$ cat src/rtl/mem_stage_pkg.sv
// Shared definitions for the WISC-SP13 memory-stage controller:
// FSM state encoding, default access timeout and MEM/WB field widths.
package mem_stage_pkg;

  typedef enum logic [2:0] {
    IDLE   = 3'd0,
    ISSUE  = 3'd1,
    WAIT   = 3'd2,
    HALTED = 3'd3,
    ERROR  = 3'd4
  } memStage_e;

  localparam int DEFAULT_TIMEOUT_CYC = 15;
  localparam int WB_DATA_W           = 16;
  localparam int WB_REG_W            = 3;
  localparam int CNT_W               = 8;

endpackage

$ cat src/rtl/memwb_reg.sv
// MEM/WB pipeline register. Loads every cycle: either the real
// instruction record or a bubble. The error flag is sticky until reset.
module memwb_reg
  import mem_stage_pkg::*;
(
  input  logic                 clk,
  input  logic                 rst,
  input  logic                 bubble,
  input  logic                 errSet,
  input  logic [WB_DATA_W-1:0] wbData,
  input  logic [WB_REG_W-1:0]  wr,
  input  logic                 writeToReg,
  input  logic                 halt,
  output logic [WB_DATA_W-1:0] wbDataQ,
  output logic [WB_REG_W-1:0]  wrQ,
  output logic                 writeToRegQ,
  output logic                 haltQ,
  output logic                 validQ,
  output logic                 errQ
);

  // Capture the instruction record, or a cleared bubble when stalled/faulted.
  always_ff @(posedge clk or posedge rst) begin
    if (rst) begin
      wbDataQ     <= '0;
      wrQ         <= '0;
      writeToRegQ <= 1'b0;
      haltQ       <= 1'b0;
      validQ      <= 1'b0;
    end else if (bubble) begin
      wbDataQ     <= '0;
      wrQ         <= '0;
      writeToRegQ <= 1'b0;
      haltQ       <= 1'b0;
      validQ      <= 1'b0;
    end else begin
      wbDataQ     <= wbData;
      wrQ         <= wr;
      writeToRegQ <= writeToReg;
      haltQ       <= halt;
      validQ      <= 1'b1;
    end
  end

  // Sticky memory error flag; only reset clears it.
  always_ff @(posedge clk or posedge rst) begin
    if (rst) begin
      errQ <= 1'b0;
    end else if (errSet) begin
      errQ <= 1'b1;
    end
  end

endmodule

$ cat src/rtl/mem_stage_ctrl.sv
// Memory-stage controller: sequences the handshaked data memory for the
// instruction in EX/MEM, stalls the front of the pipe while an access is
// outstanding and feeds the MEM/WB register.
// Optional build macro: MEMSTG_ALIGN_CHECK_EN rejects odd memory addresses.
//
// state  | meaning
// -------+-----------------------------------------------------------
// IDLE   | no access outstanding; memory op issues in the same cycle
// ISSUE  | request held until the memory is not busy
// WAIT   | request accepted, waiting for mem_done (with timeout)
// HALTED | halt reached writeback; absorbing until reset
// ERROR  | illegal op, misalignment or timeout; absorbing until reset
module mem_stage_ctrl
  import mem_stage_pkg::*;
#(
  parameter int TIMEOUT_CYC = DEFAULT_TIMEOUT_CYC
) (
  input  logic        clk,
  input  logic        rst,
  input  logic        MemReadEn_In_FromX,
  input  logic        MemWriteEn_In_FromX,
  input  logic        RegWriteDataSel_In_FromX,
  input  logic [15:0] ALUResult_FromX,
  input  logic [15:0] RD2_In_FromX,
  input  logic [2:0]  WR_In_FromX,
  input  logic        WriteToReg_FromX,
  input  logic        Halt_In_FromX,
  output logic        mem_req,
  output logic        mem_wr,
  output logic [15:0] mem_addr,
  output logic [15:0] mem_wdata,
  input  logic        mem_busy,
  input  logic        mem_done,
  input  logic [15:0] mem_rdata,
  output logic        Stall_Out,
  output logic [15:0] WBData_ToWB,
  output logic [2:0]  WR_ToWB,
  output logic        WriteToReg_ToWB,
  output logic        Halt_ToWB,
  output logic        Valid_ToWB,
  output logic        Err_ToWB
);

  memStage_e            state, nextState;
  logic [CNT_W-1:0]     cnt, cntNext;
  logic                 memOp, badOp, misaligned;
  logic                 reqComb, stallComb, bubble, errSet;
  logic [WB_DATA_W-1:0] wbDataIn;
  logic                 timeoutHit;

`ifdef MEMSTG_ALIGN_CHECK_EN
  assign misaligned = ALUResult_FromX[0];
`else
  assign misaligned = 1'b0;
`endif

  assign memOp      = MemReadEn_In_FromX | MemWriteEn_In_FromX;
  assign badOp      = (MemReadEn_In_FromX & MemWriteEn_In_FromX) | misaligned;
  assign timeoutHit = ({1'b0, cnt} + 9'd1) >= 9'(TIMEOUT_CYC);

  // State and WAIT counter registers.
  always_ff @(posedge clk or posedge rst) begin
    if (rst) begin
      state <= IDLE;
      cnt   <= '0;
    end else begin
      state <= nextState;
      cnt   <= cntNext;
    end
  end

  // Next-state, request, stall and MEM/WB load control.
  always_comb begin
    nextState = state;
    cntNext   = cnt;
    reqComb   = 1'b0;
    stallComb = 1'b0;
    bubble    = 1'b1;
    errSet    = 1'b0;
    wbDataIn  = ALUResult_FromX;
    unique case (state)
      IDLE: begin
        if (memOp) begin
          stallComb = 1'b1;
          if (badOp) begin
            errSet    = 1'b1;
            nextState = ERROR;
          end else begin
            // Behave as ISSUE in this same cycle.
            reqComb = 1'b1;
            if (!mem_busy) begin
              nextState = WAIT;
              cntNext   = '0;
            end else begin
              nextState = ISSUE;
            end
          end
        end else begin
          bubble = 1'b0;
          if (Halt_In_FromX) nextState = HALTED;
        end
      end
      ISSUE: begin
        reqComb   = 1'b1;
        stallComb = 1'b1;
        if (!mem_busy) begin
          nextState = WAIT;
          cntNext   = '0;
        end
      end
      WAIT: begin
        if (mem_done) begin
          bubble    = 1'b0;
          wbDataIn  = RegWriteDataSel_In_FromX ? mem_rdata : ALUResult_FromX;
          nextState = Halt_In_FromX ? HALTED : IDLE;
        end else begin
          stallComb = 1'b1;
          if (timeoutHit) begin
            errSet    = 1'b1;
            nextState = ERROR;
          end else if (cnt != {CNT_W{1'b1}}) begin
            cntNext = cnt + 1'b1;
          end
        end
      end
      HALTED, ERROR: begin
        stallComb = 1'b1;
      end
      default: begin
        stallComb = 1'b1;
        nextState = ERROR;
      end
    endcase
  end

  // Request and stall drop immediately with reset, abandoning any access.
  assign mem_req   = reqComb & ~rst;
  assign mem_wr    = mem_req & MemWriteEn_In_FromX;
  assign mem_addr  = mem_req ? ALUResult_FromX : 16'h0000;
  assign mem_wdata = mem_req ? RD2_In_FromX : 16'h0000;
  assign Stall_Out = stallComb & ~rst;

  memwb_reg uMemWb (
    .clk         (clk),
    .rst         (rst),
    .bubble      (bubble),
    .errSet      (errSet),
    .wbData      (wbDataIn),
    .wr          (WR_In_FromX),
    .writeToReg  (WriteToReg_FromX),
    .halt        (Halt_In_FromX),
    .wbDataQ     (WBData_ToWB),
    .wrQ         (WR_ToWB),
    .writeToRegQ (WriteToReg_ToWB),
    .haltQ       (Halt_ToWB),
    .validQ      (Valid_ToWB),
    .errQ        (Err_ToWB)
  );

endmodule

$ cat config.mk
export PLATFORM = sky130hd
export DESIGN_NAME = mem_stage_ctrl
export DESIGN_NICKNAME = d
export VERILOG_FILES = /design/src/rtl/mem_stage_pkg.sv /design/src/rtl/memwb_reg.sv /design/src/rtl/mem_stage_ctrl.sv
export SDC_FILE = /design/constraint.sdc
export NUM_CORES = 1
export LEC_CHECK = 0
export ABC_AREA = 1
export ABC_CLOCK_PERIOD_IN_PS = 1800
export CAP_MARGIN = 30
export CORE_ASPECT_RATIO = 1.4
export CORE_MARGIN = 2
export CORE_UTILIZATION = 36
export DETAILED_ROUTE_END_ITERATION = 16
export PLACE_DENSITY = 0.78
export RECOVER_POWER = 100
export SLEW_MARGIN = 20
export SYNTH_ARGS = -nofsm -noshare
export SYNTH_HDL_FRONTEND = slang
export SYNTH_SLANG_ARGS = --single-unit
export TNS_END_PERCENT = 10
$ cat constraint.sdc
create_clock -name clk -period 1.8 [get_ports clk]
set_clock_uncertainty 0.05 [all_clocks]
set_input_delay 0.18 -clock clk [delete_from_list [all_inputs] [get_ports clk]]
set_output_delay 0.18 -clock clk [all_outputs]
set_load 0.02 [all_outputs]
# Yosys cells after proc, flatten, opt, wreduce, memory -nomap -nowiden
# Index checks and enable logic that the tools add are counted.
# totals
input_bits	60
regBits	34
output_inout_bits	58
word_cells	73
# op_classes
n_mux	37
eq_ne	13
n_addsub	2
n_reduce_logical	5
magnitude_cmp	1
n_bitwise	7
# ops
op	n
$mux W16	6
$mux W8	6
$pmux W8 S3	1
$mux W3	7
$ne A2 B2 Y1 const B	6
$pmux W3 S4	1
$mux W1	11
$add A8 B1 Y9 const B	1
$ge A9 B4 Y1 const B	1
$add A8 B1 Y8 const B	1
$ne A8 B8 Y1 const B	1
$eq A3 B2 Y1 const B	2
$ne A3 B3 Y1 const B	2
$pmux W1 S2	3
$reduce_and A6 Y1	1
$and A1 B1 Y1	4
$mux W2	2
$reduce_and A4 Y1	1
$eq A3 B1 Y1 const B	1
$eq A3 B3 Y1 const B	1
$logic_not A3 Y1	1
$reduce_bool A3 Y1	1
$not A1 Y1	2
$reduce_or A2 Y1	1
$or A1 B1 Y1	1

# Longest topological paths before layout
# Gate-level depths: netlist of the first run.
# depth
ltp_word	6
mapped_depth	13
depth_no_buf	12

# Cells and area by module
# Synthesis of the first run repeated with hierarchy kept, for this count alone.
# unflattened
cells_unflattened	313
hier_area_um2	2133.3
# modules_own_cells
module	cells_each	instances	area_per_inst_um2	seq_area_each_um2
mem_stage_ctrl	241	1	1358.8	275.3
memwb_reg	72	1	774.5	575.6

# Worst setup path after synthesis of the first run
# No wires, ideal clock.
# synth_path
kind	input -> output
start	input rst
end	output mem_wdata[10]
path_slack_ns	-0.253
cell_stages	4
t_arrival_ns	1.823
cell_sequence	inv_1 -> o211ai_1 -> buf_2 -> nor2_1
# synth_via
elab_chain_cells	3
# synth_rtl
element	line_no	text
from (decl)	mem_stage_ctrl.sv:19	input logic rst,
$not A1 Y1	mem_stage_ctrl.sv:137	assign mem_req = reqComb & ~rst;
$and A1 B1 Y1	mem_stage_ctrl.sv:137	
$mux W16	mem_stage_ctrl.sv:140	assign mem_wdata = mem_req ? RD2_In_FromX : 16'h0000;
to (decl)	mem_stage_ctrl.sv:31	output logic [15:0] mem_wdata,
# No other way between the ends.

# Final worst setup path of the first run
# layout_path
start	register state[2]
end	output mem_addr[8]
# layout_via
elab_chain_cells	4
# layout_rtl
element	line_no	text
from (decl)	mem_stage_ctrl.sv:44	memStage_e state, nextState;
from (signal assigned)	mem_stage_ctrl.sv:67	state <= nextState;
$eq A3 B1 Y1 or $logic_not A3 Y1 (tied branches)	mem_stage_ctrl.sv:81	unique case (state)
$pmux W1 S2 (*)	mem_stage_ctrl.sv:81	
$and A1 B1 Y1 (*)	mem_stage_ctrl.sv:137	
$mux W16 (*)	mem_stage_ctrl.sv:139	assign mem_addr = mem_req ? ALUResult_FromX : 16'h0000;
to (decl)	mem_stage_ctrl.sv:30	output logic [15:0] mem_addr,
# Mark *: on every way between the ends. The rest lies on a longest branch, timed or not.

==> run metrics, run 1 <==
status finished with violations; failing checks setup timing; Required @ worst endpoint 1.57 ns; worst rel slew slack 0.408; number of synthesized flops with an enable pin 0; Synth warnings 0; count of different cell masters after synthesis 32; Setup TNS -0.766 ns; Ports about 120; worst min-delay path class in -> reg; reg2reg setup slack 0.07 ns; worst reg2reg path depth 11; Die Ht 96.5 microns; Nets 500; final wirelength 7770 microns; WP depth 7; origin of the critical flop-to-flop path cnt[0]; clock tree buffer depth 2; register area share after synthesis 0.387; Mapped Cells 295; ys flop type dfrtp_1; number of global-route vias before repair 2453; combinational power share 0.130; Pleak 1.99 nW; top post-synthesis cells by count inv_1, nor2_1, nand2_1; minimum clock period 1.86 ns; Worst path most repeated cell buf_4; mapped cell area 2200 sq um; Worst Path Class, Setup reg -> out; ys async rst share 1.00; Critical Path Max Stage Delay between 0.3 and 0.4 ns; RSZ-0062 raised after global routing yes; Final setup viols 32; htree depth 2; Layout area overhead 80.9%; Worst Setup EP mem_addr[8]; Final Hold Fails 0; Total GRT Usage 0.215; CTS Root Cell clkbuf_8; CP Max Fanout 17; Overflow after GRT 0; CP max-delay cell dfrtp_1; fin crit share 1.03; DR WL/cell 15.3 microns; ANT nets after route 0; Post-CTS Hold Fix Bufs 0; I/O Buffers 117; CTS tree built; Crit. Startpoint state[2]; Skew-Pair Late Insertion Delay 0.29 ns; Pre-antenna DRT Iters 4; Final Util 0.679; fmax between 500 and 600 MHz; DP Wirelength 5240 microns; P_sw between 0.4 and 0.5 mW; #FFs+latches synth 34; Net Sw Frac 0.221; final worst-path setup slack -0.0569 ns; FF-to-FF End cnt[2]; die area 6760 sq um; crit path cell chain nor2_2 > o211ai_1 > buf_4 > buf_12 > buf_16 > nor2_1 > buf_4; clk slew on worst S/H paths approximately 0.08 ns; Synth area leader dfrtp_1; die width roughly 70 microns; initial DRC count 98; CTS sink count 34; initial antenna violation count 0; Flop pwr share 0.409; Fill cells 434; area share of the largest cell type after synthesis 0.387; syn_area_per_cell 7.46 sq um; peak supply drop 0.000558 V; CP Launch Type register; total of max-cap violations 0; CP Capture Type output port; pre-CTS WS -0.561 ns; ANT cells 0; largest net degree at the start of global routing 35; Via density 4.85; CORE AREA 5860 sq um; Initial Util 0.375; count of final max-slew check failures 0; GPL Wtd Cong ~0.85; CP arrival 1.63 ns; standard-cell row count 33; top cells by area, synth dfrtp_1, inv_1, nor2_1; first-pass GRT wire length 11400 microns; Tightest Pin Transition slightly below 0.9 ns; CTS buffer count 5; Remaining DRCs 0; clock power share 0.461; DR vias 2452; Buf+Inv Stages, Crit Path 4; total power draw 1.87 mW; synthesized net count 360; layout cells sized above 1 0.335; PwrDens 471 nW/um^2; CP top delay family buffers and inverters; Int Pwr 1.46 mW
-- power groups by stage --
stage / combinational (mW) / clock, mW / sequential [mW]
6_report: 0.243 / 0.864 / 0.766
5_1_grt: 0.260 / 0.911 / 0.766
4_1_cts: 0.226 / 0.872 / 0.766
3_5_place_dp: 0.220 / 0 / 0.781
3_3_place_gp: 0.216 / 0 / 0.780
2_1_floorplan: 0.0581 / 0 / 0.782
-- what timing repair did --
item	CTS	global route
resized for setup	228	37
pin swaps	3	5
setup endpoints to repair	39	46
setup buffers	5	2
gates cloned	3	0
-- worst min-delay path, stage by stage --
cell and delay (ns):
clkdlybuf4s50_1 0.40, inv_1 0.05, nor2_1 0.03
-- state kept, by name, summed over array words and instances (netlist names) --
| signal | cells |
|---|---|
| uMemWb.validQ | 1 |
| state | 3 |
| uMemWb.wbDataQ | 16 |
| cnt | 8 |
| uMemWb.errQ | 1 |
| uMemWb.haltQ | 1 |
| uMemWb.wrQ | 3 |
| uMemWb.writeToRegQ | 1 |
-- per-stage QoR --
stage          cell area (sq um)  hold slack (ns)  cells
6_report                    3980            0.352    506
5_1_grt                     3980            0.361    506
4_1_cts                     3890            0.351    506
3_5_place_dp                3540            0.439    490
3_3_place_gp                3540            0.416    490
2_1_floorplan               2200           0.0750    295
-- worst min path at each step --
stage,slack (ns),to,depth (start not counted),start
finish,0.35,uMemWb.wrQ[2],3,WR_In_FromX[2]
global route,0.36,uMemWb.writeToRegQ,3,WriteToReg_FromX
CTS,0.35,uMemWb.writeToRegQ,3,WriteToReg_FromX
detailed placement,0.44,uMemWb.errQ,1,uMemWb.errQ
global placement,0.42,uMemWb.errQ,1,uMemWb.errQ
floorplan,0.07,cnt[0],1,rst
-- area by class of cell --
type | count | area (sq um) | area share
clock buffer | 5 | 68.8 | 0.0173
clock inverter | 3 | 68.8 | 0.0173
inverter | 63 | 240 | 0.0604
multi-input combinational | 188 | 1200 | 0.301
sequential | 34 | 853 | 0.214
tap | 70 | 87.6 | 0.0220
timing repair buffer | 143 | 1460 | 0.368
-- cell usage in the layout (no fill, tap or decap), drive strengths merged --
master,instances
nor2,64
inv,62
buf,60
clkdlybuf4s50,57
nand2,50
dfrtp,34
dlygate4sd3,23
a21oi,22
o21ai,22
nand3,13
clkbuf,6
ha,5
nand4,3
bufinv,2
dlygate4sd2,2
o21bai,2
nor3,2
or2,1
a221oi,1
o31ai,1
clkinvlp,1
o211ai,1
nand3b,1
clkinv,1
-- layer usage --
metal  global-route usage  share of wire  routed length, microns
met5                    0              0                       0
met4               0.0881          0.040                     308
met3               0.0602          0.075                     584
met2                0.425           0.55                    4290
met1                0.208           0.33                    2590
-- logic make-up after synthesis --
logic type | count (synthesis) | synth area share
simple gates | 134 | 0.293
buf+inv | 73 | 0.145
compound gates | 49 | 0.147
flops | 34 | 0.387
fa+ha+maj | 5 | 0.0284
Note: power is estimated with default switching activity, not from simulation.
==> run 2, diff against run 1 <==
--- a/config.mk
+++ b/config.mk
@@ -5,16 +5,15 @@
 export SDC_FILE = /design/constraint.sdc
 export NUM_CORES = 1
 export LEC_CHECK = 0
-export ABC_AREA = 1
 export ABC_CLOCK_PERIOD_IN_PS = 1800
 export CAP_MARGIN = 30
 export CORE_ASPECT_RATIO = 1.4
 export CORE_MARGIN = 2
-export CORE_UTILIZATION = 36
+export CORE_UTILIZATION = 34
 export DETAILED_ROUTE_END_ITERATION = 16
-export PLACE_DENSITY = 0.78
+export PLACE_DENSITY = 0.77
 export RECOVER_POWER = 100
-export SLEW_MARGIN = 20
+export SLEW_MARGIN = 15
 export SYNTH_ARGS = -nofsm -noshare
 export SYNTH_HDL_FRONTEND = slang
 export SYNTH_SLANG_ARGS = --single-unit
==> run 2 against run 1 <==
Compared with the run above: the run still ends with setup timing left; worst setup slack worse by 0.62 ns; flip-flop and latch count unchanged; hold slack better by 0.037 ns; critical path depth up 1; via count down 9.9%; non-clock buffer count up 15; first-iteration DRC count down 26%; final cell count down 13%; clock power down 34%; largest power group is now combinational logic; synthesized cell count down 25%; sequential share of layout area up 1.5 points.
==> run metrics, run 2 <==
Synth area leader dfrtp_1 (unchanged); fin cells 442 (was 506); Final setup viols 44 (was 32); Final Hold Fails 0 (unchanged); register area share after synthesis 0.440 (was 0.387); pre-CTS WS -0.730 ns (was -0.561 ns); Ports 118 (unchanged); Nets 438 (was 500); Tightest Pin Transition 0.709 ns (was 0.888 ns); first-pass GRT wire length 10500 microns (was 11400 microns); Fill cells 434 (unchanged); CP Launch Type register (unchanged); die width 67.7 microns (was 70.1 microns); Total GRT Usage 0.221 (was 0.215); count of final max-slew check failures 0 (unchanged); ys flop type dfrtp_1 (unchanged); cell with the most instances after synthesis and2_1; Post-Place Cells 427 (was 490); layout cells sized above 1 0.342 (was 0.335); #FFs+latches synth 34 (unchanged); peak supply drop 0.000416 V (was 0.000558 V); CTS Root Cell clkbuf_8 (unchanged); Required @ worst endpoint 1.95 ns (was 1.57 ns); most common cell after layout, fill and taps aside clkdlybuf4s50_1 (unchanged); final wirelength 6630 microns (was 7770 microns); fin crit share 1.38 (was 1.03); CTS tree built (unchanged); number of synthesized flops with an enable pin 0 (unchanged); Remaining DRCs 0 (unchanged); synthesized net count 287 (was 360); clock tree buffer depth 2 (unchanged); htree depth 2 (unchanged); number of global-route vias before repair 2248 (was 2453); Overflow after GRT 0 (unchanged); ANT cells 0 (unchanged); top post-synthesis cells by count and2_1, nand2_1, dfrtp_1 (was inv_1, nor2_1, nand2_1); Largest regs uMemWb.wbDataQ: 16 flops, cnt: 8 flops (unchanged); Pleak 1.81 nW (was 1.99 nW); cell area after layout 3720 sq um (was 3980 sq um); initial antenna violation count 0 (unchanged); Synth warnings 0 (unchanged); DR vias 2210 (was 2452); CTS buffer count 5 (unchanged); placed inst area 3430 sq um (was 3540 sq um); Skew-Pair Late Insertion Delay 0.28 ns (was 0.29 ns); RSZ-0062 raised after global routing yes (unchanged); Via density 5.00 (was 4.85); initial DRC count 73 (was 98); DP Wirelength 4970 microns (was 5240 microns); Initial Util 0.352 (was 0.375); area share of the largest cell type after synthesis 0.440 (was 0.387); PwrDens 693 nW/um^2 (was 471 nW/um^2); DR WL/cell 15.0 microns (was 15.3 microns); most frequent cells in the layout clkdlybuf4s50_1, nand2_1, buf_6 (was clkdlybuf4s50_1, inv_1, nand2_1); Min Hold Slack 0.390 ns (was 0.352 ns); largest net degree at the start of global routing 29 (was 35); Mapped Cells 222 (was 295); CP Max Fanout 5 (was 17); ys async rst share 1.00 (unchanged); clk slew on worst S/H paths 0.07 ns (was 0.08 ns); mapped cell area 1930 sq um (was 2200 sq um); Pre-antenna DRT Iters 4 (unchanged); GPL Wtd Cong 0.873 (was 0.850); status finished with violations (unchanged); die area 6310 sq um (was 6760 sq um); I/O Buffers 117 (unchanged); Largest register FFs 16 (unchanged); syn_area_per_cell 8.71 sq um (was 7.46 sq um); failing checks setup timing (unchanged); worst rel slew slack 0.527 (was 0.408); Die Ht 93.2 microns (was 96.5 microns); total of max-cap violations 0 (unchanged); CTS sink count 34 (unchanged); count of different cell masters after synthesis 41 (was 32); standard-cell row count 32 (was 33); ANT nets after route 0 (unchanged); worst min-delay path class in -> reg (unchanged); CORE AREA 5490 sq um (was 5860 sq um); CP arrival 2.62 ns (was 1.63 ns); CP Capture Type register (was output port); Post-CTS Hold Fix Bufs 0 (unchanged); Worst Path Class, Setup reg -> reg (was reg -> out); Reg with most FFs uMemWb.wbDataQ (unchanged); final worst-path setup slack -0.677 ns (was -0.0569 ns); minimum clock period 2.48 ns (was 1.86 ns); top cells by area, synth dfrtp_1, and2_1, nand2_1 (was dfrtp_1, inv_1, nor2_1); Layout area overhead 92.5% (was 80.9%); fmax 404 MHz (was 539 MHz)
-- run 2: cell types whose count changed in the layout (fill, tap and decap cells not counted), moves of 8 or more --
cell	before	now
inv_1	56	7
and2_4	0	25
nor2_1	25	6
nor2_4	19	0
nor2_2	19	2
o21ai_1	13	0
and2_1	0	11
a21oi_1	14	22
buf_6	27	35
-- run 2: power breakdown --
part           internal (mW)  total (mW)  leakage [nW]  switching [mW]
combinational          0.610        1.08          1.31           0.472
sequential             0.840       0.927         0.453          0.0876
clock                  0.308       0.568        0.0482           0.260
-- run 2: logic make-up after synthesis --
logic type / share of synthesized area
AO/OA/AOI/OAI: 0.159
adder cells (fa/ha/maj): 0.0324
buffers and inverters: 0.0569
flip-flops: 0.440
multiplexers: 0.00518
AND/OR/NAND/NOR: 0.307
-- run 2: timing repair --
item / in CTS / in global routing
setup endpoints to repair: 47 / 47
resized for setup: 219 / 32
pin swaps: 8 / 20
endpoints found under the hold margin: 0 / 0
setup buffers: 4 / 2
cloned: 1 / 0
-- run 2: per-layer routing --
metal	track usage	up-vias	share of wire
li1	-	1050	-
met4	0.102	0	0.026
met1	0.237	1041	0.35
met2	0.397	106	0.55
met3	0.0481	13	0.072
met5	0	-	0
-- run 2: critical path: stages (launching register included) --
cell and delay (ns):
dfrtp_2 0.41, inv_2 0.05, ha_4 0.27, o21ba_4 0.14
nor3_2 0.05, o311a_1 0.31, or4_4 0.52, or4_4 0.50
o211ai_1 0.10
-- run 2: area by class of cell --
| cell class | instances | area [sq um] | share of cell area |
|---|---|---|---|
| multi-input cells | 165 | 1110 | 0.298 |
| clock buffers | 7 | 86.3 | 0.0232 |
| clock inverters | 1 | 5.00 | 0.00134 |
| well taps | 68 | 85.1 | 0.0229 |
| repair buffers | 158 | 1550 | 0.417 |
| flip-flops and latches | 34 | 853 | 0.229 |
| inverters | 9 | 33.8 | 0.00908 |
-- run 2: worst paths after layout --
| kind | slack (ns) | depth (start not counted) | end | from |
|---|---|---|---|---|
| max | -0.68 | 8 | cnt[3] | cnt[0] |
| min | 0.39 | 3 | uMemWb.wbDataQ[1] | mem_rdata[1] |
| max reg2reg | -0.68 | 8 | cnt[3] | cnt[0] |
| min reg2reg | 0.44 | 2 | uMemWb.errQ | uMemWb.errQ |
| max in group asynchronous | 0.31 | 4 | cnt[1] | rst |
| min in group asynchronous | 0.40 | 3 | uMemWb.wbDataQ[7] | rst |
-- run 2: metrics by stage --
step | power, mW | utilization | setup TNS (ns)
finish | 2.58 | 0.678 | -8.29
global route | 2.72 | 0.678 | -12.99
CTS | 2.55 | 0.664 | -6.30
detailed placement | 1.90 | 0.625 | -29.24
global placement | 1.89 | 0.625 | -27.32
floorplan | 1.42 | - | -5.16
